<file path="config.mk">
export PLATFORM = sky130hd
export DESIGN_NAME = vga_sync_generator
export DESIGN_NICKNAME = d
export VERILOG_FILES = /design/src/rtl/vga_pkg.sv /design/src/rtl/vga_sync_generator_mod_counter.sv /design/src/rtl/vga_sync_generator.sv
export SDC_FILE = /design/constraint.sdc
export NUM_CORES = 1
export LEC_CHECK = 0
export BUFFER_PORTS_ARGS = -buffer_cell sky130_fd_sc_hd__buf_2
export CORE_MARGIN = 2
export CORE_UTILIZATION = 53
export DETAILED_ROUTE_END_ITERATION = 16
export PLACE_DENSITY = 0.79
export SLEW_MARGIN = 40
export SYNTH_ARGS = -nofsm -noshare
export SYNTH_HDL_FRONTEND = slang
export SYNTH_SLANG_ARGS = --single-unit
</file>
<file path="constraint.sdc">
create_clock -name CLK -period 2.6 [get_ports CLK]
set_clock_uncertainty 0.2 [all_clocks]
set_input_delay 0 -clock CLK [delete_from_list [all_inputs] [get_ports CLK]]
set_output_delay 0 -clock CLK [all_outputs]
set_load 0.05 [all_outputs]
</file>
<file path="src/rtl/vga_pkg.sv">
// vga_pkg: shared VGA 640x480@60 timing constants, colour layout and helpers.
package vga_pkg;
  localparam int H_VIS = 640;
  localparam int H_FP = 16;
  localparam int H_SYNC = 96;
  localparam int H_BP = 48;
  localparam int V_VIS = 480;
  localparam int V_FP = 10;
  localparam int V_SYNC = 2;
  localparam int V_BP = 33;
  localparam int H_TOT = H_VIS + H_FP + H_SYNC + H_BP;
  localparam int V_TOT = V_VIS + V_FP + V_SYNC + V_BP;
  localparam int H_SYNC_START = H_VIS + H_FP;
  localparam int H_SYNC_END = H_SYNC_START + H_SYNC - 1;
  localparam int V_SYNC_START = V_VIS + V_FP;
  localparam int V_SYNC_END = V_SYNC_START + V_SYNC - 1;
  localparam int COLOUR_W = 8;
  localparam int R_HI = 7;
  localparam int R_LO = 5;
  localparam int G_HI = 4;
  localparam int G_LO = 2;
  localparam int B_HI = 1;
  localparam int B_LO = 0;
  typedef logic [COLOUR_W-1:0] colour_t;
  localparam colour_t BLACK = '0;
  function automatic logic inRange(input logic [9:0] val, input int lo, input int hi);
    return (int'(val) >= lo) && (int'(val) <= hi);
  endfunction
endpackage

</file>
<file path="src/rtl/vga_sync_generator_mod_counter.sv">
// mod_counter: enabled modulo-MOD counter; WRAP flags the enabled terminal count.
module mod_counter #(
  parameter int MOD = 4,
  parameter int W = $clog2(MOD)
) (
  input  logic         CLK,
  input  logic         RESET,
  input  logic         EN,
  output logic [W-1:0] CNT,
  output logic         WRAP
);
  assign WRAP = EN && (CNT == W'(MOD - 1));
  always_ff @(posedge CLK)
    if (RESET) CNT <= '0;
    else if (EN) CNT <= WRAP ? '0 : CNT + 1'b1;
endmodule

</file>
<file path="src/rtl/vga_sync_generator.sv">
// vga_sync_generator: VGA timing, pixel addressing and one-pixel-delayed colour/sync output.
module vga_sync_generator #(
  parameter int PIX_DIV = 4,
  parameter int H_VIS = vga_pkg::H_VIS,
  parameter int H_FP = vga_pkg::H_FP,
  parameter int H_SYNC = vga_pkg::H_SYNC,
  parameter int H_BP = vga_pkg::H_BP,
  parameter int V_VIS = vga_pkg::V_VIS,
  parameter int V_FP = vga_pkg::V_FP,
  parameter int V_SYNC = vga_pkg::V_SYNC,
  parameter int V_BP = vga_pkg::V_BP
) (
  input  logic       CLK,
  input  logic       RESET,
  input  logic [7:0] COLOUR_IN,
  output logic [9:0] ADDRH,
  output logic [8:0] ADDRV,
  output logic       PIXEL_TICK,
  output logic       HS,
  output logic       VS,
  output logic [7:0] COLOUR_OUT,
  output logic       FRAME_TICK
);
  import vga_pkg::*;
  localparam int HTOT = H_VIS + H_FP + H_SYNC + H_BP;
  localparam int VTOT = V_VIS + V_FP + V_SYNC + V_BP;
  localparam int HSS = H_VIS + H_FP;
  localparam int VSS = V_VIS + V_FP;
  localparam int DW = $clog2(PIX_DIV);
  logic [DW-1:0] divCnt;
  logic [9:0] hCnt, vCnt;
  logic divWrap, hWrap, vWrap, vis;
  mod_counter #(.MOD(PIX_DIV), .W(DW)) uDiv (.CLK(CLK), .RESET(RESET), .EN(1'b1), .CNT(divCnt), .WRAP(divWrap));
  mod_counter #(.MOD(HTOT), .W(10)) uH (.CLK(CLK), .RESET(RESET), .EN(PIXEL_TICK), .CNT(hCnt), .WRAP(hWrap));
  mod_counter #(.MOD(VTOT), .W(10)) uV (.CLK(CLK), .RESET(RESET), .EN(hWrap), .CNT(vCnt), .WRAP(vWrap));
  assign PIXEL_TICK = divWrap && (divCnt == DW'(PIX_DIV - 1));
  assign vis = (hCnt < 10'(H_VIS)) && (vCnt < 10'(V_VIS));
  assign ADDRH = vis ? hCnt : '0;
  assign ADDRV = vis ? vCnt[8:0] : '0;
  // Sync and colour use the pre-increment pixel, so all three lag the address by one pixel.
  always_ff @(posedge CLK)
    if (RESET) begin
      HS <= 1'b1;
      VS <= 1'b1;
      COLOUR_OUT <= BLACK;
      FRAME_TICK <= 1'b0;
    end else begin
      FRAME_TICK <= vWrap;
      if (PIXEL_TICK) begin
        HS <= ~inRange(hCnt, HSS, HSS + H_SYNC - 1);
        VS <= ~inRange(vCnt, VSS, VSS + V_SYNC - 1);
        COLOUR_OUT <= vis ? COLOUR_IN : BLACK;
      end
    end
endmodule

</file>
Yosys cells after proc, flatten, opt, wreduce, memory -nomap -nowiden:

Index checks and enable logic that the tools add are counted.

* bits in writable memories: 0
* word-level logic and storage cells: 32
* output and inout port bits: 31
* register bits: 33
* memories kept: 0
* latch bits: 0
* bits in read-only memories: 0

* mux-type cells: 5
* bitwise operators: 2
* div/mod/pow operators: 0
* $mul: 0
* shift-type cells: 0
* magnitude comparators: 6
* $add $sub $neg: 3
* equality and inequality tests: 3
* reduce and logical (&&, ||, !) cells: 6

Operators with widths (count)
* 10-bit 2-to-1 mux: 3
* 10-bit by 1-bit adder with 10-bit output, second input constant: 2
* 10-bit equality test, second input constant: 2
* 10-bit >= comparator, second input constant: 1
* 10-bit by 9-bit >= comparator with 1-bit output, second input constant: 1
* 10-bit <= comparator, second input constant: 1
* 10-bit by 9-bit <= comparator with 1-bit output, second input constant: 1
* 10-bit less-than comparator, second input constant: 1
* 10-bit by 9-bit less-than comparator with 1-bit output, second input constant: 1
* 9-bit 2-to-1 mux: 1
* 8-bit 2-to-1 mux: 1
* 1-bit logical AND: 5
* 2-bit by 1-bit adder with 2-bit output, second input constant: 1
* 2-bit equality test, second input constant: 1
* 1-bit NOT: 2
* 2-bit OR reduction: 1

Logic depth before layout (Yosys ltp):

Gate-level depths: netlist of run 1.

* depth in word-level cells: 4
* depth in mapped cells: 8

Modules after synthesis:

A second synthesis of run 1 with hierarchy kept.

* cell total of the unflattened synthesis: 180
* area total of the unflattened synthesis: 1675.4 um^2

By module, submodules not included
* vga_sync_generator: area each 573.0 um^2, cells each 59, times used 1
* mod_counter (uH): area each 506.7 um^2, cells each 56, times used 1
* mod_counter (uV): area each 503.0 um^2, cells each 56, times used 1
* mod_counter (uDiv): area each 92.6 um^2, cells each 9, times used 1

Worst setup path before layout of run 1:

OpenSTA, ideal clock, no wires.

* path type: reg-to-output
* from: register uV.CNT[5]
* to: output ADDRH[0]
* setup slack: 0.282 ns
* buffers on the path: 1
* data arrival time: 2.118 ns
* cell stages (with the launch flop): 4
* cells stage by stage: dfxtp_1 > buf_2 > and4_1 > nor4_1

* cells in the longest elaborated chain, start to end: 3

Ends and longest elaborated chain
* start, declared: RTL line vga_sync_generator_mod_counter.sv:9 `output logic [W-1:0] CNT,`
* start signal, assigned: RTL line vga_sync_generator_mod_counter.sv:15 `else if (EN) CNT <= WRAP ? '0 : CNT + 1'b1;`
* 10-bit by 9-bit less-than comparator with 1-bit output: RTL line vga_sync_generator.sv:37 `assign vis = (hCnt < 10'(H_VIS)) && (vCnt < 10'(V_VIS));`
* 1-bit logical AND: RTL line vga_sync_generator.sv:37
* 10-bit 2-to-1 mux: RTL line vga_sync_generator.sv:38 `assign ADDRH = vis ? hCnt : '0;`
* end, declared: RTL line vga_sync_generator.sv:16 `output logic [9:0] ADDRH,`

Every way passes these cells.

Worst setup path after layout of run 1:

* from: register uV.CNT[5]
* to: register COLOUR_OUT[3]

* cells in the longest elaborated chain, start to end: 3

Ends and longest elaborated chain
* 10-bit by 9-bit less-than comparator with 1-bit output: RTL line vga_sync_generator.sv:37
* 1-bit logical AND: RTL line vga_sync_generator.sv:37
* 8-bit 2-to-1 mux: RTL line vga_sync_generator.sv:52 `COLOUR_OUT <= vis ? COLOUR_IN : BLACK;`
* end signal, assigned: RTL line vga_sync_generator.sv:52
* end, declared: RTL line vga_sync_generator.sv:21 `output logic [7:0] COLOUR_OUT,`

Every way passes these cells.
A chain may end at the register's enable or synchronous reset.

==> results.ini, run 1 <==
[synth]
ys.flop_type = dfxtp_1
syn_area_um2 = 1718
synth.most_common_cell = dfxtp_1
avgSynthCellArea_um2 = 8.720
ys_warn_count = 0
yosys_register_bits = 33
synth_nets = 212
synthDistinctLibCells = 44
ys_async_sr_fraction_pct = 0
netlist_top_cells_area = dfxtp_1 (38%), and2_1 (5.5%), xor2_1 (4.6%)
yosysTopAreaCell = dfxtp_1
synth_edf_count = 0
ys_seq_area_share_pct = 38.46
yosysTopAreaCellShare_pct = 38.46
synthTopCellsByCount = dfxtp_1 (33), and2_1 (15), nor2_1 (13), nand3_1 (12), a21oi_1 (11)
synthCells = 197

[sta]
fin_crit_ns = 2.119
slew_headroom_pct = 70.19
finalCritPeriodShare_pct = 81.48
fmax_ghz = 0.4720
finalSetupViolations = 0
report.final.hold_viol_count = 0
tightestPinTransition_ns = 0.4471
rsz0062_at_grt = false
drv_slew = 0
fin_setup_tns_ns = 0

[worst_setup_path]
crit_start = uV.CNT[5]
crit_buf_inv = 2
critPathKind = reg -> reg
arrival_ns = 2.15
critPathTopFamily = buffers and inverters
cp.depth = 6
endpoint = COLOUR_OUT[3]
cp-end-kind = flip-flop
regToRegSetupSlack_ns = 0.48
r2r_start = uV.CNT[5]
slowest_delay_ns = 0.58
crit_path_start_kind = flip-flop
path_max_fanout = 8
r2r_end = COLOUR_OUT[3]
crit_chain = and4_1 > nor3_2 > buf_4 > nand3_1 > a21oi_1 > dlygate4sd3_1
slowest_stage = dlygate4sd3_1
reg2reg_depth = 6
cp.required_ns = 2.64

[clock_network]
htree_num_levels = 2
ctsResizeCount = 0
cts_buffers = 5
cts_sinks = 33
insertion_delay_ns = 0.35
cts_buffer_depth = 2
root_buffer = clkbuf_4
clk_pin_slew_ns = 0.10
cts_tree = done
hold_buffers = 17
post_cts_buffers = 0

[finish]
drive_gt1_share_pct = 26.80
diodes = 0
final_nets = 264
syn2layout_area_growth_pct = 26.15
n_fill_cell = 252

[detailed_routing]
vias = 1517
dr.pass1.iters = 4
avgRoutedWirePerCell_um = 12.67
drt_iter0_markers = 118
ant_nets = 0
via_per_inst = 5.160
drc_errors = 0
routed_wl_um = 3725

[min_path]
hold_depth = 1
hold_class = reg -> reg

[global_routing]
grt_pass1_vias = 1328
grt_overflow = 0
antenna_found_initial = 0
track_usage_pct = 22.19
grt_max_degree = 29
grt_pass1_wl_um = 6037

[floorplan]
dieArea_um2 = 3712
core_um2 = 3078
chipWidth_um = 60.93
fp-row-count = 20
chipHeight_um = 60.93
ioPinCount = 41
start_util_pct = 55.81

[place]
hpwl_um = 2442
io_buffer_count = 40
gp_congestion = 0.7979

[pwr]
total_power_uw = 949.6
peakVddDrop_mv = 0.2239
cellPowerDensity_nw_per_um2 = 438.2
p_leak_uw = 0.0009299

[outcome]
outcome = finished, final reports clean

[flow_run]
max-cap-violations = 0

-- cell usage in the layout (no fill, tap or decap), drive strengths merged, types with 2 or more instances in the layout --
| master | Yosys | layout |
|---|---|---|
| nand2 | 7 | 7 |
| mux2i | 2 | 2 |
| nand3 | 12 | 12 |
| nor4 | 5 | 5 |
| and4 | 5 | 5 |
| nand2b | 9 | 9 |
| ha | 5 | 5 |
| and3 | 3 | 3 |
| dfxtp | 33 | 33 |
| inv | 4 | 4 |
| a31oi | 2 | 2 |
| xnor2 | 3 | 3 |
| buf | 9 | 44 |
| and2 | 16 | 16 |
| nand4 | 6 | 6 |
| o21ai | 5 | 5 |
| or3 | 5 | 5 |
| nor2 | 13 | 13 |
| xor2 | 9 | 9 |
| a21oi | 14 | 14 |
| clkbuf | 7 | 7 |
| dlygate4sd3 | 0 | 17 |
| nor3 | 10 | 10 |
-- worst min-delay path by stage --
stage	from	slack, ns	end
after global routing	uDiv.CNT[0]	0.29	uDiv.CNT[0]
after detailed placement	COLOUR_IN[6]	0.08	COLOUR_OUT[6]
after CTS	uDiv.CNT[0]	0.24	uDiv.CNT[0]
after floorplan	COLOUR_IN[3]	-0.04	COLOUR_OUT[3]
final	uDiv.CNT[0]	0.24	uDiv.CNT[0]
after global placement	COLOUR_IN[6]	0.07	COLOUR_OUT[6]
-- per-stage QoR --
step           cells  setup slack (ns)  hold slack, ns  cell area [um2]  util [%]
2_1_floorplan    197            0.2818        -0.03678             1718         -
3_3_place_gp     269            0.6167         0.07425             1927     62.60
3_5_place_dp     269            0.5743         0.07501             1927     62.60
4_1_cts          294            0.4890          0.2406             2167     70.41
5_1_grt          294            0.3788          0.2936             2167     70.41
6_report         294            0.4815          0.2368             2167     70.41
-- logic make-up after synthesis --
kind of cell / share of synthesized area (%)
compound gates: 9.760
xor+xnor: 6.119
fa+ha+maj: 3.642
buf+inv: 5.607
flops: 38.46
mux: 1.821
simple gates: 34.60
-- per-layer routing --
layer	wire length [um]	global-route usage [%]
met1	1711	29.06
met2	1730	34.87
met3	228	6.183
met4	54	8.385
met5	0	0
-- sequential cells by signal, indices dropped and copies added (netlist names) --
register / flops
COLOUR_OUT: 8
FRAME_TICK: 1
HS: 1
VS: 1
uDiv.CNT: 2
uH.CNT: 10
uV.CNT: 10
-- area by class of cell --
type / count / area (um2) / area share [%]
Multi-Input combinational cell: 144 / 965.9 / 44.57
Sequential cell: 33 / 660.6 / 30.48
Timing Repair Buffer: 61 / 400.4 / 18.48
Clock buffer: 7 / 65.06 / 3.002
Tap cell: 44 / 55.05 / 2.540
Inverter: 4 / 15.01 / 0.6928
Clock inverter: 1 / 5.005 / 0.2309
-- power by group --
| part | leakage [uW] | switching, uW | internal (uW) |
|---|---|---|---|
| Clock | 0.0000413 | 178 | 157 |
| Sequential | 0.000267 | 5.23 | 515 |
| Combinational | 0.000622 | 56.1 | 38.3 |
Note: power is estimated with default switching activity, not from simulation.
==> inputs of run 2 (changes only) <==
--- a/config.mk
+++ b/config.mk
@@ -5,11 +5,12 @@
 export SDC_FILE = /design/constraint.sdc
 export NUM_CORES = 1
 export LEC_CHECK = 0
+export ABC_AREA = 1
 export BUFFER_PORTS_ARGS = -buffer_cell sky130_fd_sc_hd__buf_2
 export CORE_MARGIN = 2
-export CORE_UTILIZATION = 53
+export CORE_UTILIZATION = 48
 export DETAILED_ROUTE_END_ITERATION = 16
-export PLACE_DENSITY = 0.79
+export PLACE_DENSITY = 0.75
 export SLEW_MARGIN = 40
 export SYNTH_ARGS = -nofsm -noshare
 export SYNTH_HDL_FRONTEND = slang
==> constraint.sdc (replaced) <==
create_clock -name CLK -period 1.75 [get_ports CLK]
set_clock_uncertainty 0.2 [all_clocks]
set_input_delay 0 -clock CLK [delete_from_list [all_inputs] [get_ports CLK]]
set_output_delay 0 -clock CLK [all_outputs]
set_load 0.05 [all_outputs]
==> run 2 against run 1 <==
The run now ends with negative setup slack left. Register-to-register slack lost 0.44 ns. Combinational power grew to 2.6 times the previous value. Sequential power grew 52%. Synthesized area grew 1.5%. Worst hold slack gained 0.0091 ns. Clock-buffer cell count is the same. Critical path depth is the same. Sequential share of layout area shrank 5.2 points. Largest cell class unchanged.
==> results.ini, run 2 <==
[detailed_routing]
dr.pass1.iters = 5  ; +1
avgRoutedWirePerCell_um = 13.83  ; +9.2%
via_per_inst = 5.265  ; +2.0%
ant_nets = 0  ; unchanged
drt_iter0_markers = 212  ; +80%
drc_errors = 0  ; unchanged
vias = 2027  ; +34%
routed_wl_um = 5326  ; +43%

[sta]
tightestPinTransition_ns = 0.4182  ; -0.02890 ns
report.final.hold_viol_count = 0  ; unchanged
fmax_ghz = 0.5429
fin_crit_ns = 1.842
drv_slew = 0  ; unchanged
setup_slack_ns = -0.09189  ; -0.5734 ns
fin_setup_tns_ns = -1.136  ; -1.136 ns
whs_ns = 0.2460  ; +0.009150 ns
slew_headroom_pct = 71.90  ; +1.7 points
finalCritPeriodShare_pct = 105.3
rsz0062_at_grt = true
finalSetupViolations = 18  ; +18

[global_routing]
grt_pass1_wl_um = 7976  ; +32%
grt_overflow = 0  ; unchanged
track_usage_pct = 24.69  ; +2.5 points
grt_max_degree = 13  ; -55%
antenna_found_initial = 0  ; unchanged
grt_pass1_vias = 1866  ; +41%

[floorplan]
chipWidth_um = 64.26  ; +5.5%
chipHeight_um = 64.26  ; +5.5%
core_um2 = 3416  ; +11%
dieArea_um2 = 4129  ; +11%
ioPinCount = 41  ; unchanged
fp-row-count = 21  ; +5.0%
start_util_pct = 51.03  ; -4.8 points

[synth]
synth_top_family_by_area = simple AND/OR/NAND/NOR gates
synth_fa_ha_area_share_pct = 3.589  ; -0.052 points
synth_edf_count = 0  ; unchanged
synth.mux.area_fraction_pct = 0  ; -1.8 points
synthDistinctLibCells = 22  ; -50%
yosys.area_share.xor_xnor_pct = 1.508  ; -4.6 points
ys_warn_count = 0  ; unchanged
synth_nets = 280  ; +32%
syn_area_um2 = 1743  ; +1.5%
synthSimpleGateAreaFrac_pct = 38.91  ; +4.3 points
ys_seq_area_share_pct = 37.90  ; -0.55 points
netlist_top_cells_area = dfxtp_1 (38%), nand2_1 (13%), nor2_1 (11%)
yosysTopAreaCell = dfxtp_1
synth.most_common_cell = nand2_1
ys_async_sr_fraction_pct = 0  ; unchanged
synthCells = 265  ; +35%
synth_compound_area_share_pct = 8.040  ; -1.7 points
yosys_register_bits = 33  ; unchanged
avgSynthCellArea_um2 = 6.577  ; -25%
yosysTopAreaCellShare_pct = 37.90  ; -0.55 points
synthTopCellsByCount = nand2_1 (60), nor2_1 (52), inv_1 (35), dfxtp_1 (33), nand3_1 (19)
ys.flop_type = dfxtp_1

[finish]
syn2layout_area_growth_pct = 54.27
post-route-util_pct = 78.72  ; +8.3 points
stdcell_count = 385  ; +31%
final_common_cell = nand2_1
diodes = 0  ; unchanged
final_nets = 353  ; +34%
drive_gt1_share_pct = 36.87  ; +10 points
mostFrequentLayoutCells = nand2_1 (58), inv_1 (33), nor2_1 (32)
top_regs = uH.CNT x10, uV.CNT x10, COLOUR_OUT x8

[place]
hpwl_um = 2950  ; +21%
io_buffer_count = 40  ; unchanged
dp_cells = 351  ; +30%
gp_congestion = 0.8266  ; +3.6%
post-place-ws_ns = 0.1086  ; -0.4657 ns

[worst_setup_path]
arrival_ns = 1.64  ; -0.51 ns
r2r_start = uV.CNT[1]
cp-end-kind = output pin
critPathKind = reg -> out
crit_start = uH.CNT[8]
cp.required_ns = 1.55  ; -1.09 ns
crit_path_start_kind = flip-flop
path_max_fanout = 5  ; -3

[flow_run]
max-cap-violations = 0  ; unchanged

[pwr]
cellPowerDensity_nw_per_um2 = 610.4  ; +39%
peakVddDrop_mv = 0.4709  ; +110%
p_leak_uw = 0.001272  ; +37%

[min_path]
hold_start = COLOUR_IN[2]
hold_class = in -> reg

[clock_network]
htree_num_levels = 2  ; unchanged
cts_buffer_depth = 2  ; unchanged
cts_sinks = 33  ; unchanged
cts_tree = done
insertion_delay_ns = 0.35  ; about the same
root_buffer = clkbuf_4
clk_pin_slew_ns = 0.10  ; about the same
cts_buffers = 5  ; unchanged

[outcome]
violations = negative setup slack
outcome = complete, but fails checks

[run 2: cell count changes in the layout (fill, tap and decap cells not counted), sizes merged, moves of 6 or more]
cell / before / now
and2: 16 / 0
dlygate4sd3: 17 / 9
nand3: 12 / 21
o21ai: 5 / 16
inv: 4 / 39
nor2: 13 / 57
nand2b: 9 / 0
nand2: 7 / 64
buf: 44 / 59
xor2: 9 / 3
[run 2: logic make-up after synthesis]
family,after synthesis
AND/OR/NAND/NOR,152
AO/OA/AOI/OAI,28
XOR/XNOR,3
buffers and inverters,44
adder cells (fa/ha/maj),5
flip-flops,33
[run 2: cell type report]
class	instances	area [um2]
clock buffer	7	55.05
clock inverter	1	30.03
fill	229	726.9
inverter	39	148.9
multi-input combinational	189	1110
sequential	33	679.4
tap	46	57.56
timing repair buffer	70	608.1
[run 2: path summary, 6_finish.rpt]
kind                         to  slack (ns)  cells past startpoint
setup / recovery       ADDRV[0]       -0.09                      6
hold / removal    COLOUR_OUT[2]        0.25                      4
setup reg to reg      uV.CNT[0]        0.04                      9
hold reg to reg   COLOUR_OUT[0]        0.26                      2
[run 2: per-layer routing]
layer	track usage, %	routed length [um]
met1	28.76	2139
met2	43.23	2611
met3	5.810	418
met4	10.11	156
met5	0	0
[run 2: what timing repair did]
item	CTS	global route
pin swaps	3	4
cloned	0	2
hold buffers	9	0
gates resized for setup	77	30
buffers inserted	9	6
endpoints found under the hold margin	30	0
setup endpoints to repair	19	33
[run 2: critical path, stage by stage, from the launching register on]
cell       delay (ns)
dfxtp_4          0.42
nor3_4           0.07
nor3_4           0.23
nand2_4          0.12
clkbuf_16        0.18
nor2_2           0.09
buf_6            0.16
[run 2: through the flow]
step | power [uW] | instance area, um2
after floorplan | 952.3 | 1755
final | 1641 | 2689
after global routing | 1712 | 2689
after global placement | 999.4 | 2022
after CTS | 1624 | 2504
after detailed placement | 1002 | 2022
[run 2: power by group]
group	internal, uW	switching, uW
Combinational	95.7	153
Clock	341	257
Sequential	777	17.9
==> inputs of run 3 (changes only) <==
--- a/config.mk
+++ b/config.mk
@@ -6,7 +6,7 @@
 export NUM_CORES = 1
 export LEC_CHECK = 0
 export ABC_AREA = 1
-export BUFFER_PORTS_ARGS = -buffer_cell sky130_fd_sc_hd__buf_2
+export BUFFER_PORTS_ARGS = -buffer_cell sky130_fd_sc_hd__clkbuf_2
 export CORE_MARGIN = 2
 export CORE_UTILIZATION = 48
 export DETAILED_ROUTE_END_ITERATION = 16
==> run 3 against run 2 <==
Setup slack worse by 0.0039 ns. The flow still finishes with violations (negative setup slack). Maximum frequency decreased by 0.21%. Non-clock buffer count rose by 3. Sequential power is essentially flat. Via count down 2.0%. Critical path type unchanged. Clock power is 21% lower. Sequential share of layout area down 0.47 points. First-iteration DRC count down 25%.
==> results.ini, run 3 (synthesis results as in run 2) <==
[clock_network]
htree_num_levels = 2  ; unchanged
insertion_delay_ns = 0.35  ; about the same
cts_tree = done
cts_buffers = 5  ; unchanged
cts_buffer_depth = 2  ; unchanged
root_buffer = clkbuf_4
cts_sinks = 33  ; unchanged
clk_pin_slew_ns = 0.11  ; about the same

[floorplan]
start_util_pct = 51.03  ; unchanged
ioPinCount = 41  ; unchanged
dieArea_um2 = 4129  ; unchanged
core_um2 = 3416  ; unchanged
fp-row-count = 21  ; unchanged
chipHeight_um = 64.26  ; unchanged
chipWidth_um = 64.26  ; unchanged

[place]
gp_congestion = 0.8387  ; +1.5%
place_area_um2 = 2057  ; +1.7%
dp_cells = 354  ; +0.85%
io_buffer_count = 40  ; unchanged
hpwl_um = 2924  ; -0.90%

[global_routing]
grt_overflow = 0  ; unchanged
grt_pass1_vias = 1696  ; -9.1%
grt_pass1_wl_um = 7534  ; -5.5%
antenna_found_initial = 0  ; unchanged
track_usage_pct = 23.44  ; -1.2 points
grt_max_degree = 13  ; unchanged

[detailed_routing]
ant_nets = 0  ; unchanged
routed_wl_um = 5158  ; -3.2%
via_per_inst = 5.119  ; -2.8%
vias = 1986  ; -2.0%
avgRoutedWirePerCell_um = 13.29  ; -3.9%
drc_errors = 0  ; unchanged
drt_iter0_markers = 159  ; -25%
dr.pass1.iters = 4  ; -1

[finish]
post-route-util_pct = 80.37  ; +1.6 points
drive_gt1_share_pct = 37.72  ; +0.85 points
mostFrequentLayoutCells = nand2_1 (58), nor2_1 (34), inv_1 (31)
stdcell_count = 388  ; +0.78%
top_regs = uH.CNT x10, uV.CNT x10, COLOUR_OUT x8
final_common_cell = nand2_1
final_nets = 356  ; +0.85%
diodes = 0  ; unchanged
syn2layout_area_growth_pct = 57.50
final_area_um2 = 2745  ; +2.1%

[sta]
rsz0062_at_grt = true
fin_setup_tns_ns = -1.202  ; -0.06603 ns
setup_slack_ns = -0.09576  ; -0.003865 ns
tightestPinTransition_ns = 0.4321  ; +0.01390 ns
finalSetupViolations = 17  ; -1
finalCritPeriodShare_pct = 105.5  ; +0.22 points
slew_headroom_pct = 70.97  ; -0.93 points
drv_slew = 0  ; unchanged
report.final.hold_viol_count = 0  ; unchanged
fin_crit_ns = 1.846  ; +0.003865 ns
fmax_ghz = 0.5418  ; -0.21%

[worst_setup_path]
cp.required_ns = 1.55  ; about the same
cp-end-kind = output pin
crit_path_start_kind = flip-flop
critPathKind = reg -> out
arrival_ns = 1.65  ; about the same
path_max_fanout = 6  ; +1

[outcome]
outcome = complete, but fails checks
violations = negative setup slack

[min_path]
hold_class = in -> reg

[pwr]
cellPowerDensity_nw_per_um2 = 546.3  ; -10%
p_leak_uw = 0.001282  ; +0.77%
peakVddDrop_mv = 0.5702  ; +21%

[flow_run]
max-cap-violations = 0  ; unchanged

==> run 3: per-stage QoR <==
stage	total power, uW	hold WS, ns	setup slack, ns
floorplan	952.3	-0.04931	-0.05099
global placement	1001	0.04045	0.1133
detailed placement	1005	0.04465	0.1176
CTS	1488	0.2242	-0.04730
global route	1555	0.2514	-0.1343
finish	1500	0.2319	-0.09576
==> run 3: final timing paths <==
kind         cells past startpoint  slack, ns       endpoint         start
max                              7       -0.1       ADDRV[4]     uV.CNT[8]
max reg2reg                      8       0.09      uH.CNT[7]   uDiv.CNT[1]
min reg2reg                      1       0.23    uDiv.CNT[0]   uDiv.CNT[0]
min                              4       0.23  COLOUR_OUT[2]  COLOUR_IN[2]
==> run 3: power by group <==
group	internal, uW	switching [uW]
combinational	85.5	147
clock	196	278
sequential	777	17.5
==> run 3: timing repair <==
item / CTS / global route
hold buffers: 9 / 0
resized for setup: 65 / 58
pin swaps: 4 / 6
gates cloned: 0 / 2
setup endpoints to repair: 18 / 31
endpoints found under the hold margin: 19 / 0
setup buffers: 9 / 6
==> run 3: final cells by class <==
type	count	area, um2
Multi-Input combinational cell	189	1102
Timing Repair Buffer	73	690.7
Sequential cell	33	680.7
Fill cell	223	670.6
Inverter	39	148.9
Tap cell	46	57.56
Clock buffer	6	51.30
Clock inverter	2	13.76
==> run 3: worst max-delay path, stage by stage, from the launching register on <==
cell	delay, ns
dfxtp_4	0.37
inv_2	0.07
nor3_4	0.23
nand2_2	0.11
nand2_4	0.16
clkbuf_16	0.18
nor2_4	0.04
buf_8	0.15
==> run 3: layer usage <==
metal	GRT usage (%)	vias up	wire (um)
met2	39.71	99	2479
met3	6.162	17	397
met1	28.28	892	2160
met5	0	-	0
li1	-	978	-
met4	9.043	0	121
